## src/rtl/lut_cfg_pkg.sv

```systemverilog
// Shared types and sizing helpers for the LUT configuration tile.
// Provides the loader state enum and config/counter width functions.
package lut_cfg_pkg;

  typedef enum logic [1:0] {
    IDLE   = 2'd0,
    LOAD   = 2'd1,
    COMMIT = 2'd2
  } cfg_state_e;

  function automatic int cfg_width(
    input int k,
    input int n
  );
    return n * (1 << k);
  endfunction

  function automatic int cnt_width(
    input int w
  );
    return (w > 1) ? $clog2(w) : 1;
  endfunction

endpackage

```

## src/rtl/lut_cfg_loader.sv

```systemverilog
// Serial config loader: FSM, bit counter and shadow shift register.
// Ports: clk, rst_n, ena, cfg_start/valid/bit in; cfg_ready, cfg_done, commit, shadow out.
import lut_cfg_pkg::*;

module lut_cfg_loader #(
  parameter int W  = 32,
  parameter int CW = cnt_width(W)
) (
  input  logic         clk,
  input  logic         rst_n,
  input  logic         ena,
  input  logic         cfg_start,
  input  logic         cfg_valid,
  input  logic         cfg_bit,
  output logic         cfg_ready,
  output logic         cfg_done,
  output logic         commit,
  output logic [W-1:0] shadow
);

  localparam logic [CW-1:0] LAST = CW'(W - 1);

  cfg_state_e    state;
  cfg_state_e    state_nxt;
  logic [CW-1:0] bit_cnt;
  logic [CW-1:0] cnt_nxt;
  logic [W-1:0]  shadow_nxt;

  always_ff @(posedge clk or negedge rst_n) begin
    if (!rst_n) begin
      state   <= IDLE;
      bit_cnt <= '0;
      shadow  <= '0;
    end else begin
      state   <= state_nxt;
      bit_cnt <= cnt_nxt;
      shadow  <= shadow_nxt;
    end
  end

  always_comb begin
    state_nxt  = state;
    cnt_nxt    = bit_cnt;
    shadow_nxt = shadow;
    cfg_ready  = 1'b0;
    cfg_done   = 1'b0;
    commit     = 1'b0;
    unique case (state)
      IDLE: begin
        if (ena && cfg_start) begin
          state_nxt = LOAD;
          cnt_nxt   = '0;
        end
      end
      LOAD: begin
        cfg_ready = 1'b1;
        if (ena) begin
          // restart wins over a bit offered in the same cycle
          if (cfg_start) begin
            cnt_nxt = '0;
          end else if (cfg_valid) begin
            shadow_nxt = {cfg_bit, shadow[W-1:1]};
            if (bit_cnt == LAST) begin
              cnt_nxt   = '0;
              state_nxt = COMMIT;
            end else begin
              cnt_nxt = bit_cnt + 1'b1;
            end
          end
        end
      end
      COMMIT: begin
        if (ena) begin
          commit    = 1'b1;
          cfg_done  = 1'b1;
          state_nxt = IDLE;
        end
      end
      default: begin
        state_nxt = IDLE;
      end
    endcase
  end

endmodule

```

## src/rtl/lut_k_array_cfg.sv

```systemverilog
// Array of N_LUT K-input LUTs with atomically committed serial config.
// Ports: clk, rst_n, ena, cfg_* serial port, lut_in address bus, lut_out.
import lut_cfg_pkg::*;

module lut_k_array_cfg #(
  parameter int K       = 4,
  parameter int N_LUT   = 2,
  parameter int REG_OUT = 1
) (
  input  logic             clk,
  input  logic             rst_n,
  input  logic             ena,
  input  logic             cfg_start,
  input  logic             cfg_valid,
  input  logic             cfg_bit,
  output logic             cfg_ready,
  output logic             cfg_done,
  output logic             cfg_dout,
  input  logic [N_LUT*K-1:0] lut_in,
  output logic [N_LUT-1:0] lut_out
);

  localparam int TBL = 1 << K;
  localparam int W   = cfg_width(K, N_LUT);

  logic [W-1:0]     shadow;
  logic [W-1:0]     active;
  logic             commit;
  logic [N_LUT-1:0] lut_nxt;

  lut_cfg_loader #(
    .W (W)
  ) u_loader (
    .clk       (clk),
    .rst_n     (rst_n),
    .ena       (ena),
    .cfg_start (cfg_start),
    .cfg_valid (cfg_valid),
    .cfg_bit   (cfg_bit),
    .cfg_ready (cfg_ready),
    .cfg_done  (cfg_done),
    .commit    (commit),
    .shadow    (shadow)
  );

  assign cfg_dout = shadow[0];

  always_ff @(posedge clk or negedge rst_n) begin
    if (!rst_n) begin
      active <= '0;
    end else if (commit) begin
      active <= shadow;
    end
  end

  always_comb begin
    lut_nxt = '0;
    for (int j = 0; j < N_LUT; j++) begin
      logic [TBL-1:0] tbl;
      logic [K-1:0]   addr;
      tbl        = active[j*TBL +: TBL];
      addr       = lut_in[j*K +: K];
      lut_nxt[j] = tbl[addr];
    end
  end

  generate
    if (REG_OUT != 0) begin : g_reg
      logic [N_LUT-1:0] out_q;
      always_ff @(posedge clk or negedge rst_n) begin
        if (!rst_n) begin
          out_q <= '0;
        end else if (ena) begin
          out_q <= lut_nxt;
        end
      end
      assign lut_out = out_q;
    end else begin : g_comb
      assign lut_out = lut_nxt;
    end
  endgenerate

endmodule
```

## config.mk

```make
export PLATFORM = sky130hd
export DESIGN_NAME = lut_k_array_cfg
export DESIGN_NICKNAME = d
export VERILOG_FILES = /design/src/rtl/lut_cfg_pkg.sv /design/src/rtl/lut_cfg_loader.sv /design/src/rtl/lut_k_array_cfg.sv
export SDC_FILE = /design/constraint.sdc
export NUM_CORES = 1
export LEC_CHECK = 0
export ABC_AREA = 1
export ABC_CLOCK_PERIOD_IN_PS = 1650
export CAP_MARGIN = 40
export CORE_AREA = 3 3 83 85
export DETAILED_ROUTE_END_ITERATION = 12
export DIE_AREA = 0 0 86 88
export PLACE_DENSITY = 0.79
export SYNTH_ARGS = -nofsm -noshare
export SYNTH_HDL_FRONTEND = slang
export SYNTH_SLANG_ARGS = --single-unit
```

## constraint.sdc

```tcl
create_clock -name clk -period 1.65 [get_ports clk]
set_clock_uncertainty 0.1 [all_clocks]
set_input_delay 0.33 -clock clk [delete_from_list [all_inputs] [get_ports clk]]
set_output_delay 0.33 -clock clk [all_outputs]
set_load 0.02 [all_outputs]
```

After elaboration in Yosys (flattened, before gate mapping)
Index checks and enable logic that the tools add are counted.
Cells by class
  muxes and demuxes: 20
  order comparisons: 2
  reduce and logical (&&, ||, !) cells: 6
  bitwise logic cells: 1
  equality and inequality tests: 10
  add/subtract/negate cells: 1
Operator list (count)
  5-bit 2-to-1 mux: 5
  2-bit 2-to-1 mux: 6
  4-bit by 5-bit < comparator with 1-bit output (second input constant): 2
  5-bit one-hot mux with 2 select lines: 1
  1-bit binary-select mux with 4-bit select: 2
  2-bit != test (second input constant): 4
  4-bit AND reduction: 2
  2-bit one-hot mux with 3 select lines: 1
  6-bit AND reduction: 1
  5-bit by 1-bit adder with 5-bit output (second input constant): 1
  5-bit equality test (second input constant): 1
  1-bit 2-to-1 mux: 5
  2-bit by 1-bit != test with 1-bit output (second input constant): 2
  3-bit != test (second input constant): 1
  2-bit by 1-bit equality test with 1-bit output (second input constant): 1
  2-bit equality test (second input constant): 1
  2-bit logical NOT: 1
  2-bit nonzero test: 1
  1-bit logical AND: 1
  1-bit inverter: 1
Word-level totals
  input bits: 14
  register bits: 73

Logic depth before layout (Yosys ltp)
Gate-level depths: netlist of run 1.
  depth after elaboration: 6
  gate-level depth with buffers: 10

Hierarchy
A second synthesis of run 1 with hierarchy kept.
Second synthesis, totals
  cells, all modules: 350
  area, all modules: 3500.9 µm²
Modules (own cells, without submodules)
  lut_cfg_loader: area each 1844.3 µm², instances 1, seq. area each 975.9 µm², cells an instance 197
  lut_k_array_cfg: area each 1656.6 µm², instances 1, seq. area each 850.8 µm², cells an instance 153

Worst setup path after synthesis of run 1
No wires, ideal clock.
  path type: in2reg
  start: input port ena
  end: register active[10]
  setup slack: 0.205 ns
  data arrival time: 1.228 ns
  buffers on the path: 2
  data required time: 1.433 ns
  stages on the path: 7
  cell sequence: buf_2 > inv_2 > nor3_4 > inv_4 > buf_6 > nand2_1 > o21ai_2
Between the ends
  cells in the longest elaborated chain, start to end: 2
RTL lines
  start, declared: line lut_k_array_cfg.sv:12  | input logic ena,
  1-bit 2-to-1 mux (2 in a row)
  net cfg_done: line lut_k_array_cfg.sv:17  | output logic cfg_done,
  end signal, assigned: line lut_k_array_cfg.sv:52  | active <= shadow;
  end, declared: line lut_k_array_cfg.sv:27  | logic [W-1:0] active;
The timed path passes the listed nets, and every way through them passes these cells.
A chain may end at the register's enable or synchronous reset.

Worst setup path in the final report of run 1
  start: input port ena
  end: output port cfg_done
Between the ends
  cells in the longest elaborated chain, start to end: 2
RTL lines
  1-bit 2-to-1 mux: line lut_cfg_loader.sv:73  | if (ena) begin
  1-bit 2-to-1 mux: line lut_cfg_loader.sv:48  | unique case (state)
  end, declared: line lut_k_array_cfg.sv:17
No other way between the ends.

==> results of run 1 <==
-- cell families after synthesis --
logic type,count (synthesis),synth area share
DFF,73,0.5509
and+or+nand+nor,164,0.2113
buffers and inverters,64,0.09283
AOI/OAI and AO/OA,73,0.1374
adders and majority gates,2,0.007546
-- critical path, cell delays in order --
cell and delay (ns):
clkdlybuf4s50_1 0.50, inv_2 0.06, nor3_4 0.11, buf_2 0.18
-- stage by stage --
step	hold slack (ns)	TNS, ns
final	0.3845	0
after global routing	0.4051	-0.05069
after CTS	0.3880	0
after detailed placement	0.2874	-2.732
after global placement	0.2894	-1.955
after floorplan	-0.06559	0
-- cells in the final DEF (no fill, tap or decap) --
cell type        synthesis  final
nand2_1                124    123
dfrtp_1                 73     72
inv_1                   44     44
o21ai_1                 40     41
nand3_1                 27     26
o21ai_2                 22     22
buf_4                    1     16
clkdlybuf4s50_1          0     12
clkbuf_8                 0      9
nor2_1                   7      6
buf_12                   0      6
inv_2                    4      4
a21oi_1                  4      4
nand3_2                  2      3
o21ai_0                  4      3
buf_2                    7      3
dlygate4sd2_1            0      3
o31ai_1                  2      2
ha_2                     0      2
bufinv_16                0      2
clkinvlp_4               0      2
clkinv_2                 0      2
nand2_2                  0      1
nor2_2                   0      1
nor3_4                   1      1
inv_4                    1      1
nand3_4                  1      1
o211ai_1                 1      1
nand3b_1                 1      1
nand4_2                  1      1
inv_6                    0      1
dlygate4sd3_1            0      1
dfrtp_2                  0      1
-- final cells by class --
cell class | instances | area, um2 | share of cell area
Sequential cell | 73 | 1828 | 0.4644
Tap cell | 77 | 96.34 | 0.02448
Multi-Input combinational cell | 239 | 1196 | 0.3039
Inverter | 49 | 186.4 | 0.04736
Clock inverter | 7 | 93.84 | 0.02384
Clock buffer | 9 | 123.9 | 0.03147
Timing Repair Buffer | 41 | 411.6 | 0.1046
-- sequential cells by signal, indices dropped and copies added (netlist names) --
| name | count |
|---|---|
| u_loader.shadow | 32 |
| active | 32 |
| u_loader.bit_cnt | 5 |
| u_loader.state | 2 |
| lut_out | 2 |
-- synthesized netlist by cell type --
cell / count
nand2_1: 124
dfrtp_1: 73
inv_1: 44
o21ai_1: 40
nand3_1: 27
o21ai_2: 22
buf_2: 7
buf_6: 7
nor2_1: 7
a21oi_1: 4
inv_2: 4
o21ai_0: 4
ha_1: 2
nand3_2: 2
o31ai_1: 2
buf_4: 1
inv_4: 1
nand3_4: 1
nand3b_1: 1
nand4_2: 1
nor3_4: 1
o211ai_1: 1
-- final timing paths --
check                      slack, ns                               to                            start  cells past startpoint
setup / recovery                0.05                         cfg_done                              ena                      4
hold / removal                  0.38           lut_out[0]$_DFFE_PN0P_           lut_out[0]$_DFFE_PN0P_                      2
max in group asynchronous       0.69    u_loader.state[0]$_DFFE_PN0P_                            rst_n                      3
setup reg to reg                0.06    u_loader.state[1]$_DFFE_PN0P_  u_loader.bit_cnt[0]$_DFFE_PN0P_                      8
min in group asynchronous       0.43  u_loader.shadow[26]$_DFFE_PN0P_                            rst_n                      3
hold reg to reg                 0.38           lut_out[0]$_DFFE_PN0P_           lut_out[0]$_DFFE_PN0P_                      2
-- per-layer routing --
layer | part of all wire | GRT usage | wire length (um)
met5 | 0 | 0 | 0
met1 | 0.46 | 0.2276 | 2728
met2 | 0.48 | 0.2999 | 2864
met4 | 0.020 | 0.07914 | 120
met3 | 0.037 | 0.03857 | 218
-- power by group --
group	internal, mW	total [mW]	leakage (nW)	switching (mW)
clock network	0.850	1.52	0.106	0.673
registers	2.28	2.57	0.987	0.292
logic	0.727	1.60	0.717	0.877
-- what timing repair did --
| action | 4_1_cts | 5_1_grt |
|---|---|---|
| buffers inserted | 0 | 1 |
| pin swaps | 0 | 1 |
| endpoints found under the hold margin | 73 | 0 |
| hold buffers | 1 | 0 |
| gates resized for setup | 12 | 6 |
| endpoints found under the setup margin | 5 | 4 |
==> results.md, run 1 <==
* Status: finished clean
* Sequential area share after synthesis at 0.5509
* Period utilization at 0.9725
* Total track usage at 0.1802
* Finished Layout Cells at 495
* H-tree Lvls at 3
* Dpl ws at -0.3937 ns
* Initial Util at 0.5282
* # clock sinks at 73
* Ranking of synthesized cells by area: dfrtp_1 55%, nand2_1 14%, o21ai_1 6.0%, o21ai_2 5.8%, inv_1 5.0%
* Area leader, netlist: dfrtp_1
* Yosys cell types at 22
* Site row count at 29
* Initial antenna violation count at 0
* WP data arrival at 1.17 ns
* Final instance area at 0.003936 mm2
* Die H at 88 um
* CTS tree: built
* Worst vdd ir at 713.8 uV
* Critical setup path kind: input port to output port
* Synth Net Count at 392
* Post-Place Cells at 477
* Antenna-violating nets left at 0
* DRC violations left at 0
* Width of the die at 86 um
* Max cap viols at 0
* Class of the worst hold path: register to register
* Crit. End Element: output port
* Ys Warns at 0
* Num CTS Buffers at 9
* Drt pass-1 iters at 4
* Global-route wire length before repair at 10,760 um
* Max clock buf depth at 2
* Hold Vio Cnt, Final at 0
* CP Max Fanout at 2
* Syn_area_per_cell at 8.818 um2
* Fin util at 0.6271
* Port bufs at 18
* Setup violators final at 0
* Layout cell share with drive strength beyond 1 at 0.1890
* Synth top area share at 0.5509
* Critical path required time at 1.22 ns
* ANT cells at 0
* Fillcell total at 545
* 1st-iter DRT viols at 112
* Dpl hpwl at 4011 um
* Clock Latency Late Sink at 0.34 ns
* Clk slew on worst S/H paths at 0.07 ns
* Vias in the first global route at 2,471
* Post-DP Area at 0.003699 mm2
* Relative slew slack at 0.7452
* Vias per cell at 5.020
* Pwr per Cell Area at 1447 mW/mm2
* Worst-margin pin slew at 0.3822 ns
* WL final at 5932 um
* Yosys reg bits at 73
* Fin. max-slew vios at 0
* Core area at 0.006277 mm2
* Fmax achieved at 623.2 MHz
* Min Clock Period, post-route at 1.605 ns
* Clock Tree Root: clkbuf_8
* P&R area growth vs syn at 18.72%
* Final GP Congestion at 0.8341
* Largest net degree at the start of global routing at 74
* Die area at 0.007568 mm2
* Synth Instances at 376
* Pwr Total at 5.694 mW
* Via count at 2,485
* Ports at 19
* Nets at 429
* Netlist Area Pre-Place at 0.003316 mm2
* Leak at 1.810 nW
* Final setup margin at 0.04541 ns
* Total grt overflow at 0
* Unrepaired setup endpoints after global routing: yes
* Worst setup SP type: input port
* Routed wire per std cell at 11.98 um
Note: power is estimated with default switching activity, not from simulation.
==> inputs of run 2 (changes only) <==
Settings changed: GPL_TIMING_DRIVEN from default to 0.
==> run 2 against run 1 <==
  * Design area decreased by 3.1%
  * Sequential share of layout area increased by 1.5 points
  * Global-route usage decreased by 0.17 points
  * Sequential power about the same
  * Maximum frequency increased by 0.95%
  * Hold slack got worse by 0.18 ns
  * Wire length increased by 3.1%
  * Count of clock-buffer cells in the layout increased by 1
  * Utilization decreased by 2.0 points
  * Largest cell class unchanged
  * Largest power group unchanged
  * Highest routed layer unchanged
==> results.md, run 2 (synthesis gave the netlist of run 1 again) <==
* Num CTS Buffers at 9
* Period utilization at 0.9634
* Setup violators final at 0
* Total grt overflow at 0
* Final GP Congestion at 0.8007
* Final setup margin at 0.06046 ns
* Status: finished clean
* Clock Latency Late Sink at 0.34 ns
* Worst vdd ir at 753.6 uV
* Post-Place Cells at 469
* Hold Vio Cnt, Final at 0
* Unrepaired setup endpoints after global routing: yes
* Slowest stage cell on the critical path: dfrtp_1
* Layout cell share with drive strength beyond 1 at 0.1884
* Largest registers: active: 32 flops, u_loader.shadow: 32 flops, u_loader.bit_cnt: 5 flops
* Reg2Reg Depth at 8
* Hold Crit Depth at 3
* Met2 Usage GRT at 0.2999
* Total track usage at 0.1785
* Vias in the first global route at 2,404
* Multi-input gate area at 0.001196 mm2
* Grt met3 use at 0.03575
* Leak at 1.742 nW
* Max clock buf depth at 2
* Routed wire per std cell at 12.45 um
* Pwr Total at 5.314 mW
* Pwr per Cell Area at 1393 mW/mm2
* Initial antenna violation count at 0
* Via count at 2,490
* Fmax achieved at 629.1 MHz
* Ports at 19
* Die area at 0.007568 mm2
* Relative slew slack at 0.6896
* WP data arrival at 1.16 ns
* Commonest non-fill, non-tap cell in the layout: nand2_1
* Max incr delay on CP at 0.42 ns
* Clock Tree Root: clkbuf_8
* Crit-path cells: inv_2, nor3_4, buf_6
* Worst-margin pin slew at 0.4656 ns
* CP Max Fanout at 5
* Nets at 426
* P&R area growth vs syn at 15.02%
* Vias per cell at 5.071
* Site row count at 29
* Class of the worst hold path: input port to register
* Worst setup SP type: register
* Top Usage Layer GRT: met2
* ANT cells at 0
* CTS tree: built
* Initial Util at 0.5282
* Port bufs at 15
* Fillcell total at 554
* Drt pass-1 iters at 4
* 1st-iter DRT viols at 171
* Met1 Use GR at 0.2279
* Clk slew on worst S/H paths at 0.07 ns
* DRC violations left at 0
* Reg area at 0.001828 mm2
* Critical path required time at 1.22 ns
* Largest net degree at the start of global routing at 39
* Fin. max-slew vios at 0
* Crit. End Element: output port
* Hold slack at 0.2040 ns
* Global-route wire length before repair at 10,690 um
* Finished Layout Cells at 491
* Dpl ws at -0.2570 ns
* Min Clock Period, post-route at 1.590 ns
* WL final at 6115 um
* Critical setup path kind: register to output port
* Fin util at 0.6075
* Antenna-violating nets left at 0
* H-tree Lvls at 3
* # clock sinks at 73
* Core area at 0.006277 mm2
* Max cap viols at 0
* Dpl hpwl at 4290 um
* Most frequent cells in the layout: 123 x nand2_1, 72 x dfrtp_1, 44 x inv_1, 40 x o21ai_1, 26 x nand3_1
* Width of the die at 86 um
* Die H at 88 um
## run 2: cell types whose count changed in the layout (fill, tap and decap cells not counted), sizes merged
cell	before	now
clkinvlp	2	3
bufinv	2	0
clkbuf	9	10
clkdlybuf4s50	12	9
inv	50	49
## run 2: power by group
group	internal [mW]	leakage (nW)	switching (mW)	total, mW
clock network	0.572	0.0802	0.640	1.21
logic	0.651	0.675	0.871	1.52
registers	2.28	0.987	0.303	2.58
## run 2: path summary, 6_finish.rpt
check,startpoint,slack (ns),endpoint
max in group asynchronous,rst_n,0.49,u_loader.state[0]$_DFFE_PN0P_
setup / recovery,u_loader.state[1]$_DFFE_PN0P_,0.06,cfg_done
hold reg to reg,lut_out[1]$_DFFE_PN0P_,0.38,lut_out[1]$_DFFE_PN0P_
hold / removal,ena,0.20,lut_out[0]$_DFFE_PN0P_
setup reg to reg,u_loader.bit_cnt[0]$_DFFE_PN0P_,0.06,u_loader.state[1]$_DFFE_PN0P_
min in group asynchronous,rst_n,0.38,u_loader.shadow[11]$_DFFE_PN0P_
## run 2: metal layers
metal / up-vias / routed length [um]
li1: 1265 / -
met1: 1171 / 2892
met2: 44 / 2876
met3: 10 / 241
met4: 0 / 104
met5: - / 0
## run 2: critical path, delay by kind of cell, from the launching register on
kind,cells,cell delay [ns]
buffers and inverters,2,0.24
flip-flops,1,0.42
AND/OR/NAND/NOR,1,0.15
## run 2: area by class of cell
cell class                 count  area share
clock buffer                  10     0.03609
sequential                    73      0.4793
clock inverter                 5    0.008530
multi-input combinational    239      0.3136
inverter                      49     0.04888
timing repair buffer          23     0.05643
buffer                        15     0.03182
tap                           77     0.02526
## run 2: metrics by stage
step / TNS (ns) / cell area (um2)
floorplan: 0 / 3316
global placement: -166.81 / 3562
detailed placement: -4.324 / 3580
CTS: 0 / 3800
global route: -0.09450 / 3814
finish: 0 / 3814
## run 2: timing repair
item | in CTS | in global routing
hold buffers | 1 | 0
resized for setup | 17 | 2
setup endpoints to repair | 6 | 5
hold endpoints to repair | 35 | 0
pin swaps | 5 | 4
setup buffers | 5 | 1
